`src/rtl/loop_led_gen_pkg.sv`:
```
// Shared constants and the initial-pattern helper for the LED pattern generator.
// init_pattern works on a MAX_W-bit vector; callers slice it down to their WIDTH (WIDTH <= MAX_W).
package loop_led_pkg;

    localparam logic [1:0] MODE_FILL   = 2'd0;
    localparam logic [1:0] MODE_RUN    = 2'd1;
    localparam logic [1:0] MODE_BOUNCE = 2'd2;
    localparam logic [1:0] MODE_BLINK  = 2'd3;

    localparam logic DIR_LEFT  = 1'b1;
    localparam logic DIR_RIGHT = 1'b0;

    localparam int MAX_W = 64;

    function automatic logic [MAX_W-1:0] init_pattern(input logic [1:0]   mode,
                                                      input logic         dir,
                                                      input int unsigned  width);
        logic [MAX_W-1:0] pat;
        pat = '0;
        if (mode == MODE_RUN || mode == MODE_BOUNCE) begin
            if (dir == DIR_LEFT) pat = MAX_W'(1);
            else                 pat = MAX_W'(1) << (width - 1);
        end
        return pat;
    endfunction

endpackage

```
`src/rtl/loop_led_gen_prescaler.sv`:
```
// Step prescaler: ticks once every BASE_DIV>>speed enabled clocks (minimum 1).
module led_prescaler #(
    parameter int BASE_DIV = 50000000,
    parameter int CNT_W    = 32
) (
    input  logic       clk,
    input  logic       rst,
    input  logic       en,
    input  logic [1:0] speed,
    output logic       tick
);

    logic [CNT_W-1:0] cnt_q, cnt_d;
    logic [CNT_W-1:0] limit;

    // >= rather than == so a speed increase with cnt_q already past the new limit ticks at once
    always_comb begin
        limit = CNT_W'(BASE_DIV) >> speed;
        if (limit == '0) limit = CNT_W'(1);
        tick  = en && (cnt_q >= limit - CNT_W'(1));
        cnt_d = cnt_q;
        if (tick)    cnt_d = '0;
        else if (en) cnt_d = cnt_q + CNT_W'(1);
    end

    always_ff @(posedge clk) begin
        if (rst) cnt_q <= '0;
        else     cnt_q <= cnt_d;
    end

endmodule

```
`src/rtl/loop_led_gen.sv`:
```
// LED pattern generator: fill / run / bounce / blink patterns stepped by the prescaler.
// A mode change (or a dir change in FILL) reloads the pattern and restarts the prescaler.
module loop_led_gen
    import loop_led_pkg::*;
#(
    parameter int WIDTH    = 8,
    parameter int BASE_DIV = 50000000,
    parameter int CNT_W    = 32
) (
    input  logic             clk,
    input  logic             rst,
    input  logic             en,
    input  logic [1:0]       mode,
    input  logic             dir,
    input  logic [1:0]       speed,
    output logic [WIDTH-1:0] led_out,
    output logic             step_pulse
);

    logic [WIDTH-1:0] led_q, led_d;
    logic [1:0]       mode_q, mode_d;
    logic             dir_q, dir_d;
    logic             bnc_q, bnc_d;
    logic             pulse_q, pulse_d;

    logic             reload;
    logic             tick;
    logic             dir_sel;
    logic             onehot;
    logic [MAX_W-1:0] init_wide;
    logic [WIDTH-1:0] led_init;

    assign reload = (mode != mode_q) || (mode_q == MODE_FILL && dir != dir_q);

    led_prescaler #(
        .BASE_DIV (BASE_DIV),
        .CNT_W    (CNT_W)
    ) u_prescaler (
        .clk   (clk),
        .rst   (rst || reload),
        .en    (en),
        .speed (speed),
        .tick  (tick)
    );

    // RUN recovers toward the live dir; BOUNCE recovers toward the dir latched at reload
    assign dir_sel   = (!reload && mode_q == MODE_BOUNCE) ? dir_q : dir;
    assign init_wide = init_pattern(reload ? mode : mode_q, dir_sel, WIDTH);
    assign led_init  = init_wide[WIDTH-1:0];
    assign onehot    = (led_q != '0) && ((led_q & (led_q - WIDTH'(1))) == '0);

    always_comb begin
        led_d   = led_q;
        mode_d  = mode_q;
        dir_d   = dir_q;
        bnc_d   = bnc_q;
        pulse_d = 1'b0;
        if (reload) begin
            mode_d = mode;
            dir_d  = dir;
            bnc_d  = dir;
            led_d  = led_init;
        end else if (tick) begin
            pulse_d = 1'b1;
            case (mode_q)
                MODE_FILL: begin
                    if (&led_q)                led_d = '0;
                    else if (dir_q == DIR_LEFT) led_d = {led_q[WIDTH-2:0], 1'b1};
                    else                       led_d = {1'b1, led_q[WIDTH-1:1]};
                end
                MODE_RUN: begin
                    if (!onehot)              led_d = led_init;
                    else if (dir == DIR_LEFT) led_d = {led_q[WIDTH-2:0], led_q[WIDTH-1]};
                    else                      led_d = {led_q[0], led_q[WIDTH-1:1]};
                end
                MODE_BOUNCE: begin
                    if (!onehot) begin
                        led_d = led_init;
                        bnc_d = dir_q;
                    end else if (bnc_q == DIR_LEFT) begin
                        if (led_q[WIDTH-1]) begin
                            bnc_d = DIR_RIGHT;
                            led_d = led_q >> 1;
                        end else begin
                            led_d = led_q << 1;
                        end
                    end else begin
                        if (led_q[0]) begin
                            bnc_d = DIR_LEFT;
                            led_d = led_q << 1;
                        end else begin
                            led_d = led_q >> 1;
                        end
                    end
                end
                default: led_d = ~led_q;
            endcase
        end
    end

    always_ff @(posedge clk) begin
        if (rst) begin
            led_q   <= '0;
            mode_q  <= MODE_FILL;
            dir_q   <= DIR_LEFT;
            bnc_q   <= DIR_LEFT;
            pulse_q <= 1'b0;
        end else begin
            led_q   <= led_d;
            mode_q  <= mode_d;
            dir_q   <= dir_d;
            bnc_q   <= bnc_d;
            pulse_q <= pulse_d;
        end
    end

    assign led_out    = led_q;
    assign step_pulse = pulse_q;

endmodule

```
`config.mk`:
```
export PLATFORM = sky130hd
export DESIGN_NAME = loop_led_gen
export DESIGN_NICKNAME = d
export VERILOG_FILES = /design/src/rtl/loop_led_gen_pkg.sv /design/src/rtl/loop_led_gen_prescaler.sv /design/src/rtl/loop_led_gen.sv
export SDC_FILE = /design/constraint.sdc
export NUM_CORES = 1
export LEC_CHECK = 0
export CORE_MARGIN = 3
export CORE_UTILIZATION = 45
export CTS_BUF_LIST = sky130_fd_sc_hd__clkbuf_2 sky130_fd_sc_hd__clkbuf_4 sky130_fd_sc_hd__clkbuf_8
export CTS_CLUSTER_SIZE = 16
export DETAILED_ROUTE_END_ITERATION = 8
export PLACE_DENSITY_LB_ADDON = 0.05
export SLEW_MARGIN = 0
export SYNTH_ARGS = -nofsm -noshare
export SYNTH_HDL_FRONTEND = slang
export SYNTH_SLANG_ARGS = --single-unit
```
`constraint.sdc`:
```
create_clock -name clk -period 7.65 [get_ports clk]
set_input_delay 1.53 -clock clk [delete_from_list [all_inputs] [get_ports clk]]
set_output_delay 1.53 -clock clk [all_outputs]
set_load 0.005 [all_outputs]
```
Word-level counts from Yosys, hierarchy flattened
Cells that the tools add are included.
Widths: inputs -> output; s select.
{"block": "classes", "n_addsub": 3, "order_cmp": 1, "n_eq_ne": 6, "shift": 1, "muxes": 24, "bitwise_logic": 2, "reduce_logical": 18}
{"operator": "$mux 8", "count": 12}
{"operator": "$add 32x1->32 const B", "count": 1}
{"operator": "$ge 32x32->1", "count": 1}
{"operator": "$logic_not 32->1", "count": 1}
{"operator": "$mux 32", "count": 1}
{"operator": "$shr 26x2->32 const A", "count": 1}
{"operator": "$sub 32x1->32 const B", "count": 1}
{"operator": "$pmux 8 s3", "count": 1}
{"operator": "$mux 1", "count": 9}
{"operator": "$and 8x8->8", "count": 1}
{"operator": "$logic_not 8->1", "count": 1}
{"operator": "$not 8->8", "count": 1}
{"operator": "$reduce_and 8->1", "count": 1}
{"operator": "$reduce_bool 8->1", "count": 1}
{"operator": "$sub 8x1->8 const B", "count": 1}
{"operator": "$eq 2x1->1 const B", "count": 2}
{"operator": "$eq 2x2->1 const B", "count": 2}
{"operator": "$logic_and 1x1->1", "count": 4}
{"operator": "$reduce_bool 2->1", "count": 2}
{"operator": "$reduce_or 2->1", "count": 2}
{"operator": "$logic_or 1x1->1", "count": 3}
{"operator": "$logic_not 2->1", "count": 1}
{"operator": "$mux 2", "count": 1}
{"operator": "$ne 2x2->1", "count": 1}
{"operator": "3 further kinds", "count": 3}
{"block": "totals", "reg_bits": 45, "input_bits": 8, "out_inout_bits": 9, "word_cells": 61}

Logic depth before layout (Yosys ltp)
{"block": "depth", "depth_word": 12, "depth_mapped": 12, "mapped_depth_nobuf": 11}

Hierarchy
A second synthesis with hierarchy kept.
{"block": "unflattened", "cells_unflattened": 396, "area_unflattened_um2": 3268.1}
{"module": "led_prescaler", "n_inst": 1, "cells_per_inst": 240, "area_per_inst_um2": 1989.4, "seq_area_each_um2": 640.6}
{"module": "loop_led_gen", "n_inst": 1, "cells_per_inst": 156, "area_per_inst_um2": 1278.7, "seq_area_each_um2": 260.2}

Least setup slack after synthesis
Ideal clock, no wire load.
{"block": "synth_path", "path_type": "input -> register", "from": "in speed[1]", "to": "reg led_q[6] (netlist: led_out[6])", "setup_ps": 86, "t_arrival_ps": 3659, "t_required_ps": 7564, "path_slack_ps": 3906, "cell_stages": 12, "n_path_buf": 1, "cell_sequence": "nor2_1 -> inv_1 -> ha_1 -> ha_1 -> a21oi_1 -> o21ai_0 -> a311oi_1 -> nor3_2 -> o31ai_4 -> buf_2 -> a211oi_1 -> a211oi_1"}
{"block": "synth_via", "elab_chain_len": 7}
{"element": "from (decl)", "line": "loop_led_gen.sv:15", "text": "input logic [1:0] speed,"}
{"element": "$shr 26x2->32 (*)", "line": "loop_led_gen_prescaler.sv:18", "text": "limit = CNT_W'(BASE_DIV) >> speed;"}
{"element": "$logic_not 32->1", "line": "loop_led_gen_prescaler.sv:19", "text": "if (limit == '0) limit = CNT_W'(1);"}
{"element": "$mux 32 (*)", "line": "loop_led_gen_prescaler.sv:19"}
{"element": "$sub 32x1->32 (*)", "line": "loop_led_gen_prescaler.sv:20", "text": "tick = en && (cnt_q >= limit - CNT_W'(1));"}
{"element": "$ge 32x32->1 (*)", "line": "loop_led_gen_prescaler.sv:20"}
{"element": "$logic_and 1x1->1 (*)", "line": "loop_led_gen_prescaler.sv:20"}
{"element": "$reduce_bool 2->1 (no line) (*)"}
{"element": "to (signal assigned)", "line": "loop_led_gen.sv:109", "text": "led_q <= led_d;"}
{"element": "to (decl)", "line": "loop_led_gen.sv:20", "text": "logic [WIDTH-1:0] led_q, led_d;"}
Mark *: on every way between the ends. The rest lies on a longest branch, timed or not.
A chain may end at the register's enable or synchronous reset.

Worst setup path in the final report
{"block": "layout_path", "from": "in speed[0]", "to": "reg led_q[0] (netlist: led_out[0])"}
The elaborated chain is that of the path after synthesis.

==> flow_summary.toml <==
[cts]
cts_setup_buffers = 0
htreeDepth = 2
worstSkewPairLatency_ns = 0.31
cts_sinks = 45
cts_buffers = 5
cts-root-buf = "clkbuf_8"
cts_resized = 0
cts_tree = "yes"
ctsHoldBuffers = 0
cts_buffer_depth = 2
clk_pin_slew_ns = 0.09

[sta]
skew_ns = 0.0116
finalWorstPathRequiredPeriod_ns = 4.66
min_period_over_period_pct = 60.9
timing.fmax_ghz = 0.215
setup_viol = 0
tightest_slew_ns = 0.698
rsz0062_at_grt = "false"
tns_ns = 0
slew_violations = 0
max-slew-margin-rel_pct = 53.5
finalHoldViolCount = 0

[drt]
vias = 2725
routedWlPerCell_um = 14.1
dr.first_iter.drc_count = 145
ant_nets = 0
routed_wl_mm = 6.96
routed_via_density = 5.52
drc_errors = 0
drt_first_pass_iters = 4

[placement]
postPlaceCellArea_um2 = 3410
dp.cells = 486
gp_congestion = 0.860
dp.final_hpwl_mm = 5.12
io_buffers = 16

[global_routing]
grt_pass1_vias = 2491
overflow = 0
grt_start_max_net_pins = 33
antenna_found_initial = 0
grt_usage_pct = 17.7
grt_pass1_wl_mm = 12.0

[power_and_ir_drop]
vdd_ir_drop_max_uv = 96.2
power_density_nw_per_um2 = 133
power.leakage_nw = 1.31

[min_path]
hold_class = "reg -> reg"

[yosys]
yosysUniqueCellTypes = 61
synth-edff-count = 0
yosysSeqAreaShare_pct = 28.2
synthFlopType = "dfxtp_1"
synth_area_um2 = 3190
synth_cells = 387
syn_area_per_cell_um2 = 8.24
ys_async_sr_fraction_pct = 0
ys_ff_latch = 45
yosys_warnings = 0

[critical_path]
cp_max_fo = 19
cp.arrival_ns = 4.87
crit_required_ns = 7.86
start_kind = "input pin"
cp-end-kind = "flop"
path_class = "in -> reg"

[final_layout]
n_antenna_cell = 0
syn_to_final_growth_pct = 9.88
layout-drive-gt1-share_pct = 5.78
layout_commonest_cell = "nor2_1"
finalNetCount = 432
final_util_pct = 51.3
final_cell_mix = "54 x nor2_1, 45 x dfxtp_1, 27 x ha_1"
stdcell_count = 494
stdcell_area_um2 = 3510

[floorplan]
pin_count = 17
num_rows = 30
fp.coreArea_um2 = 6830
start_util_pct = 46.7
die_w_um = 90.2
chipHeight_um = 90.2
die-area_um2 = 8140

[run_status]
status = "finished clean"

[job]
cap_violations = 0
==> path summary, 6_finish.rpt <==
path / from / to / slack (ns) / cells past startpoint
min reg2reg: u_prescaler.cnt_q[1] / u_prescaler.cnt_q[1] / 0.53 / 2
max reg2reg: u_prescaler.cnt_q[13] / led_out[0] / 4.96 / 8
min: u_prescaler.cnt_q[1] / u_prescaler.cnt_q[1] / 0.53 / 2
max: speed[0] / led_out[0] / 2.99 / 12
==> area by class of cell <==
cell class	count	area [um2]
Clock buffer	6	82.6
Clock inverter	2	13.8
Fill cell	671	3330
Inverter	13	48.8
Multi-Input combinational cell	315	2170
Sequential cell	45	901
Tap cell	96	120
Timing Repair Buffer	17	168
==> sequential cells by signal, summed over array words and instances (netlist names) <==
name,cells
u_prescaler.cnt_q,32
led_out,8
mode_q,2
bnc_q,1
dir_q,1
step_pulse,1
==> cell usage after synthesis (all sizes together) (3+ instances only) <==
cell / n / area, um2
nand2: 24 / 90.1
nor3: 12 / 70.1
and3: 7 / 43.8
nand3: 12 / 60.1
nand4: 13 / 81.3
inv: 13 / 48.8
xor2: 23 / 201
a22o: 4 / 35.0
mux2i: 11 / 110
buf: 8 / 46.3
nand2b: 6 / 37.5
o31ai: 3 / 36.3
dfxtp: 45 / 901
xnor2: 13 / 114
o22ai: 8 / 50.1
nor2: 55 / 209
o21ai: 14 / 70.1
a21oi: 13 / 80.1
clkbuf: 12 / 45.0
nor3b: 3 / 22.5
nor2b: 9 / 63.8
a211oi: 15 / 118
ha: 27 / 338
and4: 5 / 43.8
==> power breakdown <==
part / total (W) / switching [W] / internal [W]
Combinational: 0.0000647 / 0.0000359 / 0.0000288
Sequential: 0.000246 / 0.00000937 / 0.000237
Clock: 0.000156 / 0.0000829 / 0.0000733
==> kinds of logic after synthesis <==
logic type / after synthesis / share of synthesized area [%]
mux: 12 / 3.92
compound gates: 77 / 17.6
xor+xnor: 36 / 9.88
buf+inv: 33 / 4.39
flops: 45 / 28.2
fa+ha+maj: 29 / 11.3
simple gates: 153 / 24.4
other cells: 2 / 0.235
==> metal layers <==
layer  global-route usage, %  routed length [um]  part of all wire [%]  vias up
met4                    4.21                  89                   1.3        0
met1                    26.2                3600                    52     1272
li1                        -                   -                     -     1397
met3                    3.10                 257                   3.7       10
met2                    26.4                3020                    43       46
met5                       0                   0                     0        -
==> critical path, stage by stage <==
cell and delay [ns]:
clkdlybuf4s50_1 0.58, nor2_1 0.30, inv_1 0.08, ha_1 0.28, ha_1 0.31, a21oi_1 0.12, o21ai_0 0.09, a311oi_1 0.36
nor3_2 0.11, o31ai_4 0.59, nand2_1 0.19, a221oi_1 0.32
==> through the flow <==
step	setup slack (ns)	hold WS [ns]	total power (W)
floorplan	3.91	0.479	0.000297
global placement	2.81	0.499	0.000315
detailed placement	2.64	0.511	0.000316
CTS	2.96	0.536	0.000472
global route	2.60	0.573	0.000491
finish	2.99	0.525	0.000467
(Power assumes the default switching activity.)
